===== config.mk =====
export PLATFORM = sky130hd
export DESIGN_NAME = bus_arbiter_2m
export DESIGN_NICKNAME = d
export VERILOG_FILES = /design/src/rtl/bus_arbiter_2m.sv
export SDC_FILE = /design/constraint.sdc
export NUM_CORES = 1
export LEC_CHECK = 0
export CORE_AREA = 2 2 117 119
export DETAILED_ROUTE_END_ITERATION = 16
export DIE_AREA = 0 0 119 121
export SLEW_MARGIN = 0
export SYNTH_ARGS = -nofsm -noshare
export SYNTH_HDL_FRONTEND = slang
export SYNTH_SLANG_ARGS = --single-unit

===== constraint.sdc =====
create_clock -name i_clock -period 2.4 [get_ports i_clock]
set_clock_uncertainty 0.1 [all_clocks]
set_input_delay 0.48 -clock i_clock [delete_from_list [all_inputs] [get_ports i_clock]]
set_output_delay 0.48 -clock i_clock [all_outputs]
set_load 0.1 [all_outputs]

===== src/rtl/bus_arbiter_2m.sv =====
// Two-master round-robin bus arbiter, one transaction per grant.
// Define BUS_ARBITER_TIMEOUT_EN to force-complete grants stalled longer than TIMEOUT cycles.
module bus_arbiter_2m #(
   parameter int unsigned TIMEOUT = 1024
) (
   input  logic        i_clock,
   input  logic        i_reset,
   input  logic        i_a_request,
   input  logic        i_a_rw,
   input  logic [31:0] i_a_address,
   input  logic [31:0] i_a_wdata,
   output logic [31:0] o_a_rdata,
   output logic        o_a_ready,
   input  logic        i_b_request,
   input  logic        i_b_rw,
   input  logic [31:0] i_b_address,
   input  logic [31:0] i_b_wdata,
   output logic [31:0] o_b_rdata,
   output logic        o_b_ready,
   output logic        o_bus_request,
   output logic        o_bus_rw,
   output logic [31:0] o_bus_address,
   output logic [31:0] o_bus_wdata,
   input  logic [31:0] i_bus_rdata,
   input  logic        i_bus_ready,
   output logic [1:0]  o_grant,
   output logic        o_timeout
);

   typedef enum logic [1:0] {
      S_IDLE,
      S_GRANT_A,
      S_GRANT_B,
      S_RELEASE
   } state_t;

   state_t r_state;
   state_t w_state_next;
   logic   r_last;        // 1 = master B owned the bus most recently
   logic   w_last_next;
   logic   w_granted;
   logic   w_own_b;
   logic   w_own_req;
   logic   w_expire;
   logic   w_done;

   assign w_granted = (r_state == S_GRANT_A) || (r_state == S_GRANT_B);
   assign w_own_b   = (r_state == S_RELEASE) ? r_last : (r_state == S_GRANT_B);
   assign w_own_req = w_own_b ? i_b_request : i_a_request;
   assign w_done    = i_bus_ready || w_expire;

`ifdef BUS_ARBITER_TIMEOUT_EN
   logic [15:0] r_wait;

   // Idle/release cycles clear the counter, so every new grant starts at zero.
   always_ff @(posedge i_clock) begin
      if (i_reset || !w_granted) begin
         r_wait <= '0;
      end else if (!i_bus_ready) begin
         r_wait <= r_wait + 16'd1;
      end
   end

   assign w_expire = w_granted && !i_bus_ready && (r_wait == 16'(TIMEOUT - 1));
`else
   logic w_unused_timeout;
   assign w_unused_timeout = ^32'(TIMEOUT);
   assign w_expire         = 1'b0;
`endif

   always_ff @(posedge i_clock) begin
      if (i_reset) begin
         r_state <= S_IDLE;
         r_last  <= 1'b1;
      end else begin
         r_state <= w_state_next;
         r_last  <= w_last_next;
      end
   end

   always_comb begin
      w_state_next  = r_state;
      w_last_next   = r_last;
      o_grant       = 2'b00;
      o_bus_request = 1'b0;
      o_bus_rw      = 1'b0;
      o_bus_address = '0;
      o_bus_wdata   = '0;
      o_a_rdata     = '0;
      o_a_ready     = 1'b0;
      o_b_rdata     = '0;
      o_b_ready     = 1'b0;
      o_timeout     = 1'b0;

      case (r_state)
         S_IDLE: begin
            if (i_a_request && i_b_request) begin
               w_state_next = r_last ? S_GRANT_A : S_GRANT_B;
            end else if (i_a_request) begin
               w_state_next = S_GRANT_A;
            end else if (i_b_request) begin
               w_state_next = S_GRANT_B;
            end
         end

         S_GRANT_A, S_GRANT_B: begin
            o_grant       = w_own_b ? 2'b10 : 2'b01;
            o_bus_request = w_own_req && !w_expire;
            o_bus_rw      = w_own_b ? i_b_rw      : i_a_rw;
            o_bus_address = w_own_b ? i_b_address : i_a_address;
            o_bus_wdata   = w_own_b ? i_b_wdata   : i_a_wdata;
            o_timeout     = w_expire;
            // A forced completion returns zero data rather than whatever the bus floats.
            if (w_own_b) begin
               o_b_ready = w_done;
               o_b_rdata = w_expire ? '0 : i_bus_rdata;
            end else begin
               o_a_ready = w_done;
               o_a_rdata = w_expire ? '0 : i_bus_rdata;
            end
            if (w_done) begin
               w_last_next  = w_own_b;
               w_state_next = S_RELEASE;
            end else if (!w_own_req) begin
               w_last_next  = w_own_b;
               w_state_next = S_IDLE;
            end
         end

         S_RELEASE: begin
            o_grant = r_last ? 2'b10 : 2'b01;
            if (!w_own_req) begin
               w_state_next = S_IDLE;
            end
         end

         default: begin
            w_state_next = S_IDLE;
         end
      endcase
   end

endmodule


==> impl_metrics.json <==
{
  "max_freq_ghz": 0.3964,
  "synth_flop_cell": "dfxtp_1",
  "hold_buffers": 0,
  "cp_cell_sequence": "ha_4, mux2i_4, buf_12, inv_12, buf_16, nand2_1, a21boi_4, buf_12",
  "gr-total-overflow": 0,
  "synth_common_cells": "nand2_1, nor2_1, a21boi_0",
  "path_delay_family": "buffers and inverters",
  "die_w_um": 119,
  "worstPathArrival_ns": 1.94,
  "period_minus_slack_ns": 2.522,
  "yosysSeqAreaShare_pct": 3.256,
  "drt_iter0_markers": 109,
  "cpMostUsedCell": "buf_12",
  "wl_um": 17040,
  "hp-class": "flip-flop to flip-flop",
  "yosys_register_bits": 3,
  "relSlewSlack_pct": 58.36,
  "worst_pin_slew_ns": 0.6232,
  "gp_congestion": 0.7778,
  "max_stage_delay_ns": 0.36,
  "drv_slew": 0,
  "setup_viol": 109,
  "port_buffers": 300,
  "clockBufferDepth": 2,
  "fin_ws_ns": -0.1225,
  "rsz0062_at_grt": "true",
  "violations": "setup timing",
  "cts_buffers": 3,
  "cts_sinks": 3,
  "holdWs_ns": 0.4573,
  "root_buffer": "clkbuf_16",
  "post-route-period-util_pct": 105.1,
  "grt_usage_pct": 20.63,
  "drc_errors": 0,
  "diodes": 0,
  "criticalPathCategory": "flip-flop to output pin",
  "grt_pass1_wl_um": 23530,
  "insertion_delay_ns": 0.23,
  "ant_nets": 0,
  "antenna_found_initial": 0,
  "cp_max_fo": 13,
  "ys_top_cells_by_area": "nand2_1, a21boi_0, nor2_1",
  "met1_usage_pct": 22.90,
  "grt_pass1_vias": 4063,
  "synthCells": 369,
  "endpoint_kind": "output pin",
  "synth_top_area_share_pct": 33.99,
  "ys_warn_count": 0,
  "io_pins": 302,
  "ctsHtreeMaxLevel": 1,
  "dp_hpwl_um": 11660,
  "hold_viol": 0,
  "status": "finished, violations left",
  "syn_area_per_cell_um2": 4.998,
  "dieArea_mm2": 0.01440,
  "syn_to_final_growth_pct": 397.5,
  "post-synth-top-count-cell": "nand2_1",
  "die_h_um": 121,
  "synth_top_area_cell": "nand2_1",
  "use_met2_pct": 41.63,
  "synth_edf_count": 0,
  "grt_util_met3_pct": 3.242,
  "routed_via_density": 4.421,
  "syn_nets": 541,
  "std_cell_rows": 42,
  "dr.pass1.iters": 4,
  "nets": 878,
  "avgRoutedWirePerCell_um": 19.34,
  "grt.busiest_layer": "met2",
  "cp_data_required_time_ns": 1.82,
  "path_clk_slew_ns": 0.03,
  "initial_core_util_pct": 14.09,
  "cp_slowest_cell": "dfxtp_4",
  "path_buf_inv": 4,
  "async_reset_ff_share_pct": 0,
  "drv_cap": 0,
  "syn_area_mm2": 0.001844,
  "grt_max_degree": 31,
  "vias": 3895,
  "cp-start-kind": "flip-flop",
  "drive_above_1_share_pct": 56.74,
  "ys_types": 24,
  "cts_tree": "yes",
  "core_area_mm2": 0.01309
}
==> kinds of logic after synthesis <==
| group | share of synthesized area, % |
|---|---|
| compound gates | 29.92 |
| fa+ha+maj | 3.392 |
| buf+inv | 9.905 |
| flops | 3.257 |
| mux | 2.849 |
| other cells | 0.2033 |
| simple gates | 50.48 |
==> cell usage in the layout, fill, tap and decap left out, types with 2 or more instances in the layout <==
cell type	Yosys	final
nand2_2	0	21
ha_4	0	3
ha_1	5	2
clkdlybuf4s50_1	0	166
a31oi_1	2	2
nand2b_1	3	3
buf_16	0	10
nor2_1	69	2
buf_8	0	7
a21oi_1	4	4
buf_4	8	13
inv_1	5	4
mux2i_1	3	2
buf_6	0	9
nand2_8	0	11
nor2_4	0	65
a21boi_4	0	65
clkbuf_16	0	14
nand2_1	167	110
buf_12	0	148
nor2_2	0	2
nand2_4	0	25
dfxtp_4	0	2
==> repair_timing <==
action                                  CTS  global route
hold endpoints to repair                  0             0
endpoints found under the setup margin  131           130
gates cloned                              7            13
gates resized for setup                  69            85
setup buffers                            22             1
pin swaps                                23            49
==> metal layers <==
metal  vias to the layer above  wire [um]
met3                        17        913
met4                         0        271
li1                       1852          -
met1                      1853       6136
met2                       173       9718
met5                         -          0
==> worst min-delay path, delay by kind of cell (launching register included) <==
kind	cells	cell delay, ns
DFF	1	0.36
and+or+nand+nor	1	0.08
AOI/OAI and AO/OA	1	0.08
==> flip-flops by register name, indices dropped and copies added (netlist names) <==
register and count:
r_state 2, r_last 1
==> area by class of cell <==
type	instances	area (um^2)
repair buffers	364	5479
multi-input cells	328	3294
flip-flops and latches	3	67.56
inverters	6	35.03
clock buffers	4	78.83
fillers	879	3910
well taps	176	220.2
==> per-stage QoR <==
step	TNS, ns	area, um^2	util (%)	cells	setup slack, ns
2_1_floorplan	-5.483	3129	-	369	-0.1080
3_3_place_gp	-0.01994	7786	59.50	834	-0.01344
4_1_cts	-6.765	8501	64.96	867	-0.09315
6_report	-4.868	9175	70.12	881	-0.1225
5_1_grt	-11.52	9175	70.12	881	-0.1721
3_5_place_dp	-0.9511	7786	59.50	834	-0.06703
==> path summary, 6_finish.rpt <==
check             cells past startpoint        endpoint  slack [ns]       start
setup / recovery                      8  o_bus_wdata[2]       -0.12  r_state[1]
hold / removal                        2      r_state[1]        0.46  r_state[1]
setup reg to reg                     10      r_state[0]        0.35  r_state[0]
hold reg to reg                       2      r_state[1]        0.46  r_state[1]
Power is left out: the tool's default activity adds up to more than one toggle a clock period on the data nets, which glitch-free logic cannot reach.
